**src/rtl/cpu_defs.sv**
```systemverilog
// Shared CPU definitions: full-word opcodes used by the fetch unit and control_unit,
// the default instruction width, and the fetch FSM state encoding.
package cpu_defs;

  localparam int DEFAULT_SIZE = 32;

  localparam logic [31:0] OP_LW   = 32'h0000_0000;
  localparam logic [31:0] OP_SW   = 32'h0000_0001;
  localparam logic [31:0] OP_ADD  = 32'h0000_0002;
  localparam logic [31:0] OP_SUB  = 32'h0000_0003;
  localparam logic [31:0] OP_HALT = 32'hFFFF_FFFF;

  localparam logic [1:0] FS_IDLE  = 2'd0;
  localparam logic [1:0] FS_FETCH = 2'd1;
  localparam logic [1:0] FS_ISSUE = 2'd2;
  localparam logic [1:0] FS_HALT  = 2'd3;

  typedef enum logic [1:0] {
    ST_IDLE  = FS_IDLE,
    ST_FETCH = FS_FETCH,
    ST_ISSUE = FS_ISSUE,
    ST_HALT  = FS_HALT
  } fetch_state_t;

endpackage

```
**src/rtl/instruction_rom.sv**
```systemverilog
// Program-loadable instruction store: one synchronous write port and one
// enabled synchronous read port with write-first forwarding. No reset.
module instruction_rom #(
  parameter int SIZE       = 32,
  parameter int ADDR_WIDTH = 5,
  parameter int DEPTH      = 32
) (
  input  logic                  clk,
  input  logic                  wr_en,
  input  logic [ADDR_WIDTH-1:0] wr_addr,
  input  logic [SIZE-1:0]       wr_data,
  input  logic                  rd_en,
  input  logic [ADDR_WIDTH-1:0] rd_addr,
  output logic [SIZE-1:0]       rd_data
);

  logic [SIZE-1:0] mem [DEPTH];

  // Forwarding lets a write and a read of the same word on one edge return the new data.
  always_ff @(posedge clk) begin
    if (wr_en) mem[wr_addr] <= wr_data;
    if (rd_en) rd_data <= (wr_en && (wr_addr == rd_addr)) ? wr_data : mem[rd_addr];
  end

endmodule

```
**src/rtl/instruction_fetch_unit.sv**
```systemverilog
// Fetch unit: PC, instruction register and IDLE/FETCH/ISSUE/HALT sequencer feeding
// control_unit through a valid/ready handshake.
module instruction_fetch_unit
  import cpu_defs::*;
#(
  parameter int SIZE       = DEFAULT_SIZE,
  parameter int ADDR_WIDTH = 5,
  parameter int DEPTH      = 32
) (
  input  logic                  clk,
  input  logic                  reset_n,
  input  logic                  start,
  input  logic                  prog_write_enable,
  input  logic [ADDR_WIDTH-1:0] prog_write_addr,
  input  logic [SIZE-1:0]       prog_write_data,
  input  logic                  instr_ready,
  output logic [SIZE-1:0]       instruction,
  output logic                  instr_valid,
  output logic [ADDR_WIDTH-1:0] pc,
  output logic                  halted,
  output logic [1:0]            fsm_state
);

  // Handshake: a transfer happens on a rising edge where instr_valid && instr_ready;
  // once raised, instr_valid and instruction hold until that transfer (or reset).

  fetch_state_t          state;
  logic                  wr_en;
  logic                  rd_en;
  logic [ADDR_WIDTH-1:0] rd_addr;
  logic [SIZE-1:0]       rd_data;

  assign fsm_state = state;
  assign wr_en     = prog_write_enable && ((state == ST_IDLE) || (state == ST_HALT));

  // The memory is addressed on the edge that enters FETCH, so its word is
  // available during FETCH for the HALT check and the register load.
  always_comb begin
    rd_en   = 1'b0;
    rd_addr = pc;
    case (state)
      ST_IDLE, ST_HALT: begin
        if (start) begin
          rd_en   = 1'b1;
          rd_addr = '0;
        end
      end
      ST_ISSUE: begin
        if (instr_ready) begin
          rd_en   = 1'b1;
          rd_addr = pc + ADDR_WIDTH'(1);
        end
      end
      default: ;
    endcase
  end

  instruction_rom #(
    .SIZE       (SIZE),
    .ADDR_WIDTH (ADDR_WIDTH),
    .DEPTH      (DEPTH)
  ) u_rom (
    .clk     (clk),
    .wr_en   (wr_en),
    .wr_addr (prog_write_addr),
    .wr_data (prog_write_data),
    .rd_en   (rd_en),
    .rd_addr (rd_addr),
    .rd_data (rd_data)
  );

  always_ff @(posedge clk or negedge reset_n) begin
    if (!reset_n) begin
      state       <= ST_IDLE;
      pc          <= '0;
      instruction <= '0;
      instr_valid <= 1'b0;
      halted      <= 1'b0;
    end else begin
      case (state)
        ST_IDLE: begin
          if (start) begin
            state <= ST_FETCH;
            pc    <= '0;
          end
        end
        ST_FETCH: begin
          instruction <= rd_data;
          if (rd_data == SIZE'(OP_HALT)) begin
            state  <= ST_HALT;
            halted <= 1'b1;
          end else begin
            state       <= ST_ISSUE;
            instr_valid <= 1'b1;
          end
        end
        ST_ISSUE: begin
          if (instr_ready) begin
            state       <= ST_FETCH;
            pc          <= pc + ADDR_WIDTH'(1);
            instr_valid <= 1'b0;
          end
        end
        ST_HALT: begin
          if (start) begin
            state  <= ST_FETCH;
            pc     <= '0;
            halted <= 1'b0;
          end
        end
        default: state <= ST_IDLE;
      endcase
    end
  end

endmodule

```
**config.mk**
```make
export PLATFORM = sky130hd
export DESIGN_NAME = instruction_fetch_unit
export DESIGN_NICKNAME = d
export VERILOG_FILES = /design/src/rtl/cpu_defs.sv /design/src/rtl/instruction_rom.sv /design/src/rtl/instruction_fetch_unit.sv
export SDC_FILE = /design/constraint.sdc
export NUM_CORES = 1
export LEC_CHECK = 0
export ABC_AREA = 1
export CORE_AREA = 2 2 288 290
export CTS_CLUSTER_DIAMETER = 200
export DETAILED_ROUTE_END_ITERATION = 16
export DIE_AREA = 0 0 290 292
export HOLD_SLACK_MARGIN = 0.03
export PLACE_DENSITY = 0.74
export SYNTH_ARGS = -nofsm -noshare
export SYNTH_HDL_FRONTEND = slang
export SYNTH_HIERARCHICAL = 1
export SYNTH_SLANG_ARGS = --single-unit
```
**constraint.sdc**
```tcl
create_clock -name clk -period 6.3 [get_ports clk]
set_input_delay 1.575 -clock clk [delete_from_list [all_inputs] [get_ports clk]]
set_output_delay 1.575 -clock clk [all_outputs]
set_load 0.02 [all_outputs]
```
[Word level (Yosys, flattened, before mapping)]
Memories as Yosys holds them, arrays and structs flattened. A register that Yosys moved wholly into a read port is not among the register bits.
Cells that the tools add are included.
Storage, ports and cells
  flip-flop bits (word level): 41
  bits in writable memories: 1024
  input port bits: 42
  output and inout bits: 41
  word-level logic and storage cells: 43
  memories: 1
Operators by class
  add/sub/neg operators: 1
  eq/ne operators: 9
  multiplexer cells: 18
  reduce and logical (&&, ||, !) cells: 9
Memories
  u_rom.mem: words 32, width 32, read ports 1, clocked after memory_dff 1, write ports 1, line instruction_rom.sv:17  | logic [SIZE-1:0] mem [DEPTH];
Operator list (number)
  $eq 32x32->1 const B: 1
  $mux 5: 2
  $pmux 5 s2: 1
  $mux 1: 9
  $ne 2x2->1 const B: 4
  $pmux 1 s2: 3
  $pmux 2 s3: 1
  $reduce_and 3->1: 2
  $add 5x1->5 const B: 1
  $eq 2x2->1 const B: 2
  $mux 2: 2
  $reduce_bool 2->1: 2
  $eq 2x1->1 const B: 1
  $logic_not 2->1: 1
  $ne 2x1->1 const B: 1
  $reduce_and 2->1: 1
  $reduce_or 2->1: 1
  $logic_and 1x1->1: 1
  $logic_or 1x1->1: 1

[Depth between registers and ports, before layout]
  word-level depth: 5
  mapped depth: 18
  mapped depth without buffers: 15

[Cells and area by module]
Netlist, hierarchy kept.
Modules (own cells, without submodules)
  instruction_rom: instances 1, cells each 3553, area each 42788.5 um^2, sequential area each 31710.4 um^2
  instruction_fetch_unit: instances 1, cells each 234, area each 1866.8 um^2, sequential area each 1026.0 um^2

[Least setup slack after synthesis]
OpenSTA, ideal clock, no wires.
  path kind: input to register
  start: input prog_write_enable
  end: memory u_rom.mem[27][10], enable pin
  library setup time: 421 ps
  arrival time: 3338 ps
  required time: 5879 ps
  slack: 2541 ps
  stages on the path: 4
  path buffers: 0
  path through: nand2_1 -> inv_1 -> nand3_1 -> nor2_1
Between the ends
  cells in the longest elaborated chain, start to end: 3
Ends and longest elaborated chain
  start, declared: line instruction_fetch_unit.sv:13  | input logic prog_write_enable,
  $logic_and 1x1->1: line instruction_fetch_unit.sv:34  | assign wr_en = prog_write_enable && ((state == ST_IDLE) || (state == ST_HALT));
  named net wr_en: line instruction_fetch_unit.sv:28  | logic wr_en;
  $mux 1: line instruction_rom.sv:21  | if (wr_en) mem[wr_addr] <= wr_data;
  $mux 1 (not written as such): line instruction_rom.sv:21
  end, declared: line instruction_rom.sv:17
The timed path passes the listed nets, and every way through them passes these cells.

[Worst setup path in the final report]
  start: input start
  end: register u_rom.rd_data[19], read port of u_rom.mem (data pin)
Between the ends
  cells in the longest elaborated chain, start to end: 2
  elaborated cells on any way between the ends: 4
  classes of those cells: 4 x mux
Ends and longest elaborated chain
  start, declared: line instruction_fetch_unit.sv:12  | input logic start,
  $mux 5: line instruction_fetch_unit.sv:43  | if (start) begin
  $pmux 5 s2
  named net rd_addr[1]: line instruction_fetch_unit.sv:30  | logic [ADDR_WIDTH-1:0] rd_addr;
  end, declared: line instruction_rom.sv:14  | output logic [SIZE-1:0] rd_data
The timed path passes the listed nets, and every way through them passes these cells.
A chain may end at the register's enable or synchronous reset.

==> impl_metrics.ini <==
[clock_tree]
cts.path.max_buffers = 3
postCtsHoldBufs = 0
cts_made_buffers = 109
cts_resized = 0
h-tree-depth = 3
cts.sinks = 1097
post-cts-setup-buffer-count = 0
tritoncts = done
clkTransAtPathRegs_ps = 60
clock-root-buffer = clkbuf_16
clock_latency_ps = 690

[global_route]
grt_max_degree = 196
grt_antenna_before_repair = 5
grt_usage_pct = 28.3
met1_usage_pct = 38.1
grt_pass1_vias = 28200
grt_use_met3_pct = 5.97
overflow = 0
grt_pass1_wl_um = 177000
grt_busiest_layer = met2
grt_util_met2_pct = 44.0

[cells_and_area]
area_growth_pct = 11.8
fin_util_pct = 61.2
num-fill-cells = 6060
final_cell_area_um2 = 49900
layout.nets = 3866
seq_area_um2 = 32700
multi_input_area_um2 = 10700
drive_gt1_share_pct = 6.90
fin_cells = 4982

[setup_path]
path_cells = clkdlybuf4s50_1, inv_1, nand2_1, nand2_1, o21ai_1, nand2_4, inv_8, buf_12, nand3_1, nand3_1, nand2_1, nand2_1, nand3_1, nand3_1, nand2_1
critPathMaxStageDelay_ps = 520
crit_slowest_cell = clkdlybuf4s50_1
start_kind = input port
cp-end-kind = flop
cp.arrival_ps = 4890
crit_type = in2reg
timing.critical_path.fanout_max = 92
path_common_cell = nand2_1
cp_top_family = buffers and inverters
required_ps = 6700
crit_buf_inv = 4

[drt]
via_per_inst = 6.04
first_pass_iters = 8
drt_wl_total_um = 121000
drt_iter0_markers = 4015
drc = 0
antenna_left = 0
routed-via-count = 30100
wl_per_cell_um = 24.3

[pwr]
power_mw = 19.3
power.leakage_nw = 18.0
ir_drop_mv = 0.416
p_per_area_nw_per_um2 = 387

[floorplanning]
die_h_um = 292
die_w_um = 290
die-area_um2 = 84700
coreArea_um2 = 81600
initial_core_util_pct = 54.7
row_count = 105
boundaryPins = 83

[flow_run]
maxCapViolCount = 0

[placed_design]
port_buffers = 82
dpl-instance-area_um2 = 46500
dp_hpwl_um = 61600
place.gp.congestion = 0.826
dp.cells = 4778
post-place-ws_ps = 1270

[min_path]
hold_class = reg2reg

[timing]
finalSetupTns_ps = 0
clock_skew_ps = 37.3
slew-limit-headroom_pct = 20.3
hold-worst-slack_ps = 470
fin_crit_ps = 4490
finalHoldViolCount = 0
fmax_mhz = 223
drv_slew = 0
setup_viol = 0
rsz0062_at_grt = no
setup_ws_ps = 1810
finalCritPeriodShare_pct = 71.3
worst_pin_slew_ps = 1190

[yosys]
syn_area_um2 = 44700
synthSimpleGateAreaFrac_pct = 22.8
synth_top_family_by_area = simple AND/OR/NAND/NOR gates
async_flop_share_pct = 3.74
syn-mean-instance-area_um2 = 11.8
yosys_warnings = 6
yosys.area.top_type_share_pct = 71.0
synth_seq_cells = 1097
synth_nets = 3834
synthAdderAreaFrac_pct = 0.140
synth-edff-count = 1056
synth-compound-area-share_pct = 0.249
yosysSeqAreaShare_pct = 73.3
synthFlopType = edfxtp_1
synthCells = 3787
synth_most_common_cell = nand2_1
yosysTopAreaCell = edfxtp_1
synth_common_cells = nand2_1 (1,475), edfxtp_1 (1,056), nand3_1 (882), buf_2 (114), nor2_1 (47)
muxShareOfSynthArea_pct = 0
ys_types = 28
synth_area_leaders = edfxtp_1 (71%), nand2_1 (12%), nand3_1 (9.9%), dfrtp_1 (2.3%), buf_2 (1.3%)
synth_xor_area_share_pct = 0.0196

[run_status]
status = finished, final reports clean
[where the power goes]
part	leakage (nW)	total, mW	switching (mW)	internal (mW)
sequential	10.0	8.62	0.252	8.37
combinational	6.27	4.43	3.13	1.30
clock	1.67	6.24	2.68	3.57
total	18.0	19.3	6.06	13.2
[logic make-up (layout without fill, tap and decap cells)]
kind of cell | Yosys count | count (layout)
flip-flops | 1097 | 1097
XOR/XNOR | 1 | 1
buffers and inverters | 256 | 380
AO/OA/AOI/OAI | 18 | 18
adder cells (fa/ha/maj) | 5 | 5
other | 0 | 1
AND/OR/NAND/NOR | 2410 | 2410
[sequential cells by signal, indices dropped and copies added, names as in the netlist]
signal and flops:
fsm_state 2, instr_valid 1, u_rom/mem 1024, u_rom/rd_data 32
halted 1, pc 5, instruction 32
[layout by cell type, fill, tap and decap left out, types with 2 or more instances in the layout]
cell	instances
clkdlybuf4s50_1	81
bufinv_16	9
o21ai_0	4
inv_1	15
inv_6	6
nand4_1	3
buf_12	24
nor2_2	3
clkinv_1	29
clkinv_2	19
inv_2	6
ha_1	5
o22ai_1	4
dfrtp_1	41
nor2_4	32
clkinvlp_4	2
nor2_1	15
clkbuf_1	27
clkbuf_16	110
a21oi_1	2
nand2_1	1474
buf_4	47
nand3_1	881
edfxtp_1	1056
[worst min-delay path, stage by stage (launching register included)]
cell     delay, ps
dfrtp_1        340
nand2_1         50
nand2_1         40
[worst paths after layout]
| check | from | depth (start not counted) | endpoint | slack [ps] |
|---|---|---|---|---|
| min reg2reg | instruction[22]$_DFFE_PN0N_ | 2 | instruction[22]$_DFFE_PN0N_ | 470 |
| min | instruction[22]$_DFFE_PN0N_ | 2 | instruction[22]$_DFFE_PN0N_ | 470 |
| min in group asynchronous | reset_n | 1 | pc[0]$_DFF_PN0_ | 1030 |
| max in group asynchronous | reset_n | 1 | instruction[30]$_DFFE_PN0N_ | 4710 |
| max | start | 15 | u_rom/rd_data[19]$_DFFE_PP_ | 1810 |
| max reg2reg | fsm_state[0]$_DFFE_PN0P_ | 15 | u_rom/rd_data[19]$_DFFE_PP_ | 2450 |
[area by class of cell]
cell class / instances / share of cell area, %
Sequential cell: 1097 / 65.6
Multi-Input combinational cell: 2434 / 21.3
Clock buffer: 137 / 5.72
Timing Repair Buffer: 153 / 3.30
Tap cell: 1070 / 2.68
Clock inverter: 66 / 1.12
Inverter: 24 / 0.238
Antenna cell: 1 / 0.00501
[layer usage]
| metal | share of wire, % | up-vias |
|---|---|---|
| met3 | 11 | 382 |
| met1 | 38 | 14600 |
| met4 | 5.5 | 6 |
| li1 | - | 13300 |
| met5 | 0.036 | - |
| met2 | 46 | 1806 |
Power figures use the tool's default switching activity.
